==> src/rtl/interrupt_bank_pkg.sv <==
// interrupt_pkg: shared types, default widths and helpers for interrupt_bank
// Contents: coal_state_e (coalescing FSM states), DefCntW/DefTmrW, IRQ_ID_W().
package interrupt_pkg;
    typedef enum logic [1:0] {IDLE, ACCUM, FIRE} coal_state_e;
    localparam int DefCntW = 8;
    localparam int DefTmrW = 16;
    // Width of a channel index; never narrower than one bit.
    function automatic int IRQ_ID_W(input int n);
        return (n <= 2) ? 1 : $clog2(n);
    endfunction
endpackage

==> src/rtl/interrupt_bank_if.sv <==
// interrupt_bank_if: CSR-side signal bundle of the interrupt bank
// slave  (bank side): irq_i, irq_force_i, clr_i, sts_ena_i, sig_ena_i,
//                     coal_thresh_i, coal_timeout_i in; sts_o, pending_o,
//                     irq_id_o, irq_id_valid_o, irq_o out.
// master (CSR side):  the same signals with opposite directions.
interface interrupt_bank_if import interrupt_pkg::*; #(
    parameter int NumIrq = 8,
    parameter int CntW = DefCntW,
    parameter int TmrW = DefTmrW
);
    logic [NumIrq-1:0] irq_i, irq_force_i, clr_i, sts_ena_i, sig_ena_i;
    logic [NumIrq-1:0] sts_o, pending_o;
    logic [IRQ_ID_W(NumIrq)-1:0] irq_id_o;
    logic irq_id_valid_o, irq_o;
    logic [CntW-1:0] coal_thresh_i;
    logic [TmrW-1:0] coal_timeout_i;
    modport slave (
        input irq_i, irq_force_i, clr_i, sts_ena_i, sig_ena_i, coal_thresh_i, coal_timeout_i,
        output sts_o, pending_o, irq_id_o, irq_id_valid_o, irq_o
    );
    modport master (
        output irq_i, irq_force_i, clr_i, sts_ena_i, sig_ena_i, coal_thresh_i, coal_timeout_i,
        input sts_o, pending_o, irq_id_o, irq_id_valid_o, irq_o
    );
endinterface

==> src/rtl/interrupt_coalesce.sv <==
// interrupt_coalesce: holds back the aggregated IRQ until enough new events or a timeout
// Ports: clk_i, rst_ni (async, active-low), pending_i (masked status),
//        thresh_i (event threshold), timeout_i (cycles), irq_o (registered IRQ).
module interrupt_coalesce import interrupt_pkg::*; #(
    parameter int NumIrq = 8,
    parameter int CntW = DefCntW,
    parameter int TmrW = DefTmrW
) (
    input  logic              clk_i,
    input  logic              rst_ni,
    input  logic [NumIrq-1:0] pending_i,
    input  logic [CntW-1:0]   thresh_i,
    input  logic [TmrW-1:0]   timeout_i,
    output logic              irq_o
);
    coal_state_e state_d, state_q;
    logic [NumIrq-1:0] pend_d, pend_q;
    logic [CntW-1:0] cnt_d, cnt_q, newset, cnt_sat;
    logic [CntW:0] cnt_sum;
    logic [TmrW-1:0] tmr_d, tmr_q, tmr_sat;
    logic irq_d, irq_q, any;
    always_comb begin
        newset = '0;
        for (int i = 0; i < NumIrq; i++)
            if (pending_i[i] && !pend_q[i] && newset != '1) newset = newset + CntW'(1);
        any = |pending_i;
        pend_d = pending_i;
        cnt_sum = {1'b0, cnt_q} + {1'b0, newset};
        cnt_sat = cnt_sum[CntW] ? '1 : cnt_sum[CntW-1:0];
        tmr_sat = (tmr_q == '1) ? tmr_q : tmr_q + TmrW'(1);
        state_d = state_q;
        cnt_d = '0;
        tmr_d = '0;
        case (state_q)
            IDLE: begin
                cnt_d = newset;
                state_d = any ? ACCUM : IDLE;
            end
            // Threshold sees this cycle's new events; timeout compares the elapsed count,
            // so threshold<=1 or timeout=0 fires one cycle after entry.
            ACCUM: begin
                cnt_d = any ? cnt_sat : '0;
                tmr_d = any ? tmr_sat : '0;
                state_d = !any ? IDLE : (cnt_sat >= thresh_i || tmr_q >= timeout_i) ? FIRE : ACCUM;
            end
            FIRE: state_d = any ? FIRE : IDLE;
            default: state_d = IDLE;
        endcase
        irq_d = (state_d == FIRE);
    end
    always_ff @(posedge clk_i or negedge rst_ni) begin
        if (!rst_ni) begin
            state_q <= IDLE;
            pend_q <= '0;
            cnt_q <= '0;
            tmr_q <= '0;
            irq_q <= 1'b0;
        end else begin
            state_q <= state_d;
            pend_q <= pend_d;
            cnt_q <= cnt_d;
            tmr_q <= tmr_d;
            irq_q <= irq_d;
        end
    end
    assign irq_o = irq_q;
endmodule

==> src/rtl/interrupt_bank.sv <==
// interrupt_bank: multi-channel IRQ status bank with priority index and aggregated IRQ
// Ports: clk_i, rst_ni (async, active-low), bus (interrupt_bank_if.slave).
// Define INTERRUPT_BANK_COALESCE_EN to register irq_o through event coalescing;
// otherwise irq_o = |pending_o and the coal_* inputs are ignored.
module interrupt_bank import interrupt_pkg::*; #(
    parameter int NumIrq = 8,
    parameter logic [NumIrq-1:0] EdgeMask = {NumIrq{1'b1}},
    parameter int CntW = DefCntW,
    parameter int TmrW = DefTmrW
) (
    input logic clk_i,
    input logic rst_ni,
    interrupt_bank_if.slave bus
);
    localparam int IdW = IRQ_ID_W(NumIrq);
    logic [NumIrq-1:0] src, trg, src_d, src_q, sts_d, sts_q, pending;
    logic [IdW-1:0] irq_id;
    always_comb begin
        src = bus.irq_i | bus.irq_force_i;
        trg = (EdgeMask & src & ~src_q) | (~EdgeMask & src);
        src_d = src;
        // A trigger beats a same-cycle clear; a blocked trigger leaves the bit alone.
        sts_d = (trg & bus.sts_ena_i) | (sts_q & ~bus.clr_i);
        pending = sts_q & bus.sig_ena_i;
        irq_id = '0;
        for (int i = NumIrq - 1; i >= 0; i--)
            if (pending[i]) irq_id = IdW'(i);
    end
    always_ff @(posedge clk_i or negedge rst_ni) begin
        if (!rst_ni) begin
            src_q <= '0;
            sts_q <= '0;
        end else begin
            src_q <= src_d;
            sts_q <= sts_d;
        end
    end
    assign bus.sts_o = sts_q;
    assign bus.pending_o = pending;
    assign bus.irq_id_o = irq_id;
    assign bus.irq_id_valid_o = |pending;
`ifdef INTERRUPT_BANK_COALESCE_EN
    interrupt_coalesce #(.NumIrq(NumIrq), .CntW(CntW), .TmrW(TmrW)) u_coal (
        .clk_i(clk_i),
        .rst_ni(rst_ni),
        .pending_i(pending),
        .thresh_i(bus.coal_thresh_i),
        .timeout_i(bus.coal_timeout_i),
        .irq_o(bus.irq_o)
    );
`else
    logic unused_coal;
    assign unused_coal = ^{bus.coal_thresh_i, bus.coal_timeout_i};
    assign bus.irq_o = |pending;
`endif
endmodule
==> src/flat_wrapper.sv <==
// flat-port wrapper written by rule: the top's interface ports become plain ports
module interrupt_bank_flat import interrupt_pkg::*;
#(
    parameter int NumIrq = 8,
    parameter logic [NumIrq-1:0] EdgeMask = {NumIrq{1'b1}},
    parameter int CntW = DefCntW,
    parameter int TmrW = DefTmrW
)
  (clk_i, rst_ni, bus_irq_i, bus_irq_force_i, bus_clr_i, bus_sts_ena_i, bus_sig_ena_i, bus_coal_thresh_i, bus_coal_timeout_i, bus_sts_o, bus_pending_o, bus_irq_id_o, bus_irq_id_valid_o, bus_irq_o);
  interrupt_bank_if #(.NumIrq(NumIrq), .CntW(CntW), .TmrW(TmrW)) bus_i ();
  input logic clk_i;
  input logic rst_ni;
  input wire logic [$bits(bus_i.irq_i)-1:0] bus_irq_i;
  input wire logic [$bits(bus_i.irq_force_i)-1:0] bus_irq_force_i;
  input wire logic [$bits(bus_i.clr_i)-1:0] bus_clr_i;
  input wire logic [$bits(bus_i.sts_ena_i)-1:0] bus_sts_ena_i;
  input wire logic [$bits(bus_i.sig_ena_i)-1:0] bus_sig_ena_i;
  input wire logic [$bits(bus_i.coal_thresh_i)-1:0] bus_coal_thresh_i;
  input wire logic [$bits(bus_i.coal_timeout_i)-1:0] bus_coal_timeout_i;
  output wire logic [$bits(bus_i.sts_o)-1:0] bus_sts_o;
  output wire logic [$bits(bus_i.pending_o)-1:0] bus_pending_o;
  output wire logic [$bits(bus_i.irq_id_o)-1:0] bus_irq_id_o;
  output wire logic [$bits(bus_i.irq_id_valid_o)-1:0] bus_irq_id_valid_o;
  output wire logic [$bits(bus_i.irq_o)-1:0] bus_irq_o;
  assign bus_i.irq_i = bus_irq_i;
  assign bus_i.irq_force_i = bus_irq_force_i;
  assign bus_i.clr_i = bus_clr_i;
  assign bus_i.sts_ena_i = bus_sts_ena_i;
  assign bus_i.sig_ena_i = bus_sig_ena_i;
  assign bus_i.coal_thresh_i = bus_coal_thresh_i;
  assign bus_i.coal_timeout_i = bus_coal_timeout_i;
  assign bus_sts_o = bus_i.sts_o;
  assign bus_pending_o = bus_i.pending_o;
  assign bus_irq_id_o = bus_i.irq_id_o;
  assign bus_irq_id_valid_o = bus_i.irq_id_valid_o;
  assign bus_irq_o = bus_i.irq_o;
  interrupt_bank #(.NumIrq(NumIrq), .EdgeMask(EdgeMask), .CntW(CntW), .TmrW(TmrW)) u_core (.clk_i(clk_i), .rst_ni(rst_ni), .bus(bus_i));
endmodule
==> config.mk <==
export PLATFORM = sky130hd
export DESIGN_NAME = interrupt_bank_flat
export DESIGN_NICKNAME = d
export VERILOG_FILES = /design/src/rtl/interrupt_bank_pkg.sv /design/src/rtl/interrupt_bank_if.sv /design/src/rtl/interrupt_coalesce.sv /design/src/rtl/interrupt_bank.sv /design/src/flat_wrapper.sv
export SDC_FILE = /design/constraint.sdc
export NUM_CORES = 1
export LEC_CHECK = 0
export BUFFER_PORTS_ARGS = -buffer_cell sky130_fd_sc_hd__buf_2
export CORE_MARGIN = 2
export CORE_UTILIZATION = 35
export CTS_CLUSTER_DIAMETER = 30
export CTS_CLUSTER_SIZE = 8
export DETAILED_ROUTE_END_ITERATION = 16
export GPL_TIMING_DRIVEN = 0
export PLACE_DENSITY = 0.89
export SYNTH_ARGS = -nofsm -noshare
export SYNTH_HDL_FRONTEND = slang
export SYNTH_SLANG_ARGS = --single-unit
==> constraint.sdc <==
create_clock -name clk_i -period 4.2 [get_ports clk_i]
set_clock_uncertainty 0.2 [all_clocks]
set_input_delay 1.05 -clock clk_i [delete_from_list [all_inputs] [get_ports clk_i]]
set_output_delay 1.05 -clock clk_i [all_outputs]
set_load 0.02 [all_outputs]
## Yosys cells after proc, flatten, opt, wreduce, memory -nomap -nowiden

Index checks and enable logic that the tools add are counted.

- Register bits: 16
- Bits of input ports: 66
- Output and inout bits: 21
- Word-level logic and storage cells: 19

- Mux-type cells: 8
- Bitwise gates (word level): 8
- Reductions and logical operators: 1

Operators by type and width:

| kind | count |
|---|---|
| 8-bit AND | 4 |
| 3-bit two-way mux | 8 |
| 8-bit NOT | 2 |
| 8-bit bitwise OR | 2 |
| 8-bit OR reduction | 1 |

## Depth between registers and ports, before layout

- Depth in word-level cells: 9
- Gate-level depth with buffers: 4
- Mapped depth without buffers: 3

## Least setup slack after synthesis

OpenSTA, ideal clock, no wires.

- Path type: input -> output
- Start point: in bus_sig_ena_i[7]
- End point: out bus_irq_o
- Arrival: 1996 ps
- Data required time: 2950 ps
- Setup slack: 954 ps
- Stages on the path: 4
- Path buffers: 1
- Path through: a22o_1 > and3b_1 > nand4b_1 > buf_4

- Word-level cells in the longest chain between the ends: 2

Ends and longest elaborated chain:

| element | line | text |
|---|---|---|
| from (decl) | flat_wrapper.sv:17 | `input wire logic [$bits(bus_i.sig_ena_i)-1:0] bus_sig_ena_i;` |
| 8-bit AND | interrupt_bank.sv:24 | `pending = sts_q & bus.sig_ena_i;` |
| 8-bit OR reduction | n/a |  |
| to (decl) | flat_wrapper.sv:24 | `output wire logic [$bits(bus_i.irq_o)-1:0] bus_irq_o;` |

Every way passes these cells.

## Final worst setup path

- Start point: in bus_sig_ena_i[7]
- End point: out bus_irq_o

- Word-level cells in the longest chain between the ends: 2

Ends and longest elaborated chain:

| element | line | text |
|---|---|---|
| 8-bit AND | interrupt_bank.sv:24 |  |
| 8-bit OR reduction | interrupt_bank.sv:54 | `assign bus.irq_o = \|pending;` |

Every way passes these cells.

==> results.md <==
Run status
* completed — run status

Critical path
* 2.95 ns — Worst EP required
* primary output — endpoint kind of the worst setup timing path
* 3 — buffers plus inverters on the worst setup path
* 2.06 ns — WP data arrival
* 0.25 ns — peak per-stage delay on the critical path
* sky130_fd_sc_hd__and3b_1 — Slowest-stage cell, CP
* primary input to primary output — startpoint-to-endpoint class of the critical path
* primary input — kind of start point of the critical path
* buf_2 -> a22o_1 -> and3b_1 -> nand4b_1 -> buf_4 -> buf_2 — crit path cell chain
* 2 — largest fanout of any net on the critical path
* buffers and inverters — family with the most delay on the worst path
* sky130_fd_sc_hd__buf_2 — cell repeated most along the worst path

Synthesis
* sky130_fd_sc_hd__dfrtp_1, sky130_fd_sc_hd__inv_1, sky130_fd_sc_hd__a32o_1 — cell types with the largest area share after synthesis
* 100.0% — Async SR Flop Fraction
* 0 — synth warn
* 54.15% — Yosys top cell area share
* sky130_fd_sc_hd__inv_1, sky130_fd_sc_hd__dfrtp_1, sky130_fd_sc_hd__a32o_1, sky130_fd_sc_hd__nand2_1, sky130_fd_sc_hd__or2_2 — most frequent cells after synthesis
* 739.5 um2 — Post-Syn Area
* 0 — Post-synth EDFFs
* 141 — syn_nets
* sky130_fd_sc_hd__inv_1 — most instantiated library cell after synthesis
* 9.859 um2 — mean post-synth cell area
* sky130_fd_sc_hd__dfrtp_1 — flip-flop cell with the highest count after synthesis
* 75 — synthesized instance count
* 54.15% — sequential element share of the synthesized area
* 16 — Netlist cell types
* sky130_fd_sc_hd__dfrtp_1 — leading area contributor after synthesis
* 16 — synthesized flop and latch total

Clocking
* 3 — number of CTS-inserted buffers
* 1 — maximum level of the CTS H-tree
* 0 — post-CTS setup buffers
* built — clock tree from TritonCTS
* sky130_fd_sc_hd__clkbuf_4 — cell at the root of the clock tree
* 2 — buffer depth of the longest clock path
* 0.27 ns — clock insertion delay at the later pin of the skew report
* 0.09 ns — CTS clock-pin slew for the worst setup and hold paths
* 0 — hold-fix buffer count after cts
* 0 — post-CTS resize count
* 16 — TritonCTS Sinks

Drt
* 4.551 — DR vias/cell
* 0 — number of nets with antenna violations after routing
* 0 — remaining design rule violation count
* 5 — Detailed Route Iter0 Violations
* 10.53 um — post-DR wirelength/cell
* 2 — number of iterations in the first detailed-routing pass
* 760 — number of vias after detailed routing
* 1758 um — total routed wirelength

Floorplan
* 49.97 um — die span in x
* 0.002497 mm2 — Die Outline Area
* 37.31% — starting utilization of the core area
* 16 — Cell Rows
* 87 — I/O pin count
* 0.001982 mm2 — placeable core region
* 49.97 um — Die Y

STA
* 0.3543 ns — actual slew at the worst max-slew pin
* 0 — final number of hold-violating endpoints
* 0.8924 ns — slack of the critical path
* 78.75% — final period utilization
* 0 — final setup vio count
* 0.3257 ns — Hold Slack
* false — setup repair after global routing missed its margin
* 302.3 MHz — highest achievable clock rate
* 0 ns — setup_tns
* 0 — number of pins with negative max-slew slack in the final report
* 76.38% — tightest slew margin relative to the limit
* 3.308 ns — final critical-path required period

Global route
* 0 — number of antenna violations at the first check in global routing
* 773 — vias in the first global route
* 0 — overall overflow remaining after global route
* 29.33% — met2 track demand over resource in global routing
* 15.36% — met1 Usage GRT
* 14.95% — overall global routing resource usage
* met2 — busiest grt layer
* 3.636% — met3 Usage GRT
* 17 — maximum number of pins on one net before global-route repair
* 2953 um — first-pass GRT wire length

Placement
* 0.9046 ns — minimum setup slack after placement
* 62 — Port Buffer Count
* 0.6200 — final estimated routing congestion in global placement
* 1537 um — HPWL after detailed placement

Flow run
* 0 — number of maximum-capacitance violations

Cells and area
* 54.29% — layout cell share with drive strength beyond 1
* 0 — Antenna Diode Count
* 49.58% — area grow syn2layout
* 191 — Filler Cell Count
* 208 — net total in the final layout

Power and ir drop
* 304.5 mW/mm2 — power per cell area
* 0.1846 mV — largest voltage drop on the vdd net
* 0.7273 nW — leakage power total

Worst hold path
* flop to flop — path type of the worst min-delay path

==> metrics by stage <==
step | cell area, um2 | total power, W | cells | utilization (%)
final | 1106 | 0.0003368 | 167 | 55.81
after global placement | 1084 | 0.0002602 | 164 | 54.67
after CTS | 1106 | 0.0003429 | 167 | 55.81
after global routing | 1106 | 0.0003588 | 167 | 55.81
after floorplan | 739.5 | 0.0002213 | 75 | -
after detailed placement | 1084 | 0.0002642 | 164 | 54.67
==> cell type report <==
class	count	area [um2]	share of cell area [%]
inverters	23	86.33	7.805
well taps	27	33.78	3.054
clock buffers	3	22.52	2.036
multi-input cells	35	245.2	22.17
plain buffers	1	7.507	0.6787
flip-flops and latches	16	400.4	36.20
repair buffers	62	310.3	28.05
==> report_power, final <==
part | leakage, nW | switching (W) | total (W) | internal (W)
clock network | 0.0138 | 0.0000441 | 0.0000773 | 0.0000332
logic | 0.525 | 0.0000495 | 0.0000904 | 0.0000409
registers | 0.188 | 0.00000579 | 0.000169 | 0.000163
total | 0.727 | 0.0000994 | 0.000337 | 0.000237
==> registers in the layout (all words and copies together), names as in the netlist <==
name,count
u_core.bus.sts_o,8
u_core.src_q,8
==> metal layers <==
layer,wire length (um),vias to the layer above,share of wire [%]
li1,-,377,-
met1,709,341,40
met2,896,42,51
met3,152,0,8.6
met4,0,0,0
met5,0,-,0
==> final timing paths <==
check,end,slack [ns],from,depth (start not counted)
min in group asynchronous,u_core.src_q[1],0.47,rst_ni,1
max,bus_irq_o,0.89,bus_sig_ena_i[7],6
min,u_core.bus.sts_o[2],0.33,u_core.bus.sts_o[2],1
max reg2reg,u_core.bus.sts_o[3],3.26,u_core.bus.sts_o[3],1
min reg2reg,u_core.bus.sts_o[2],0.33,u_core.bus.sts_o[2],1
max in group asynchronous,u_core.bus.sts_o[6],3.07,rst_ni,1
==> layout by cell type, fill, tap and decap left out, drive strengths merged <==
cell type	n
nor4	1
a31oi	1
o221ai	1
a21boi	1
nand4	1
a32o	8
and3b	1
buf	63
or2	8
nand4b	1
nand3	2
and2	1
inv	23
a22o	1
dfrtp	16
clkbuf	3
nand2	8
==> logic make-up after synthesis <==
group / share of synthesized area [%]
buf+inv: 12.69
simple gates: 18.11
flops: 54.14
compound gates: 15.06
(Power assumes the default switching activity.)
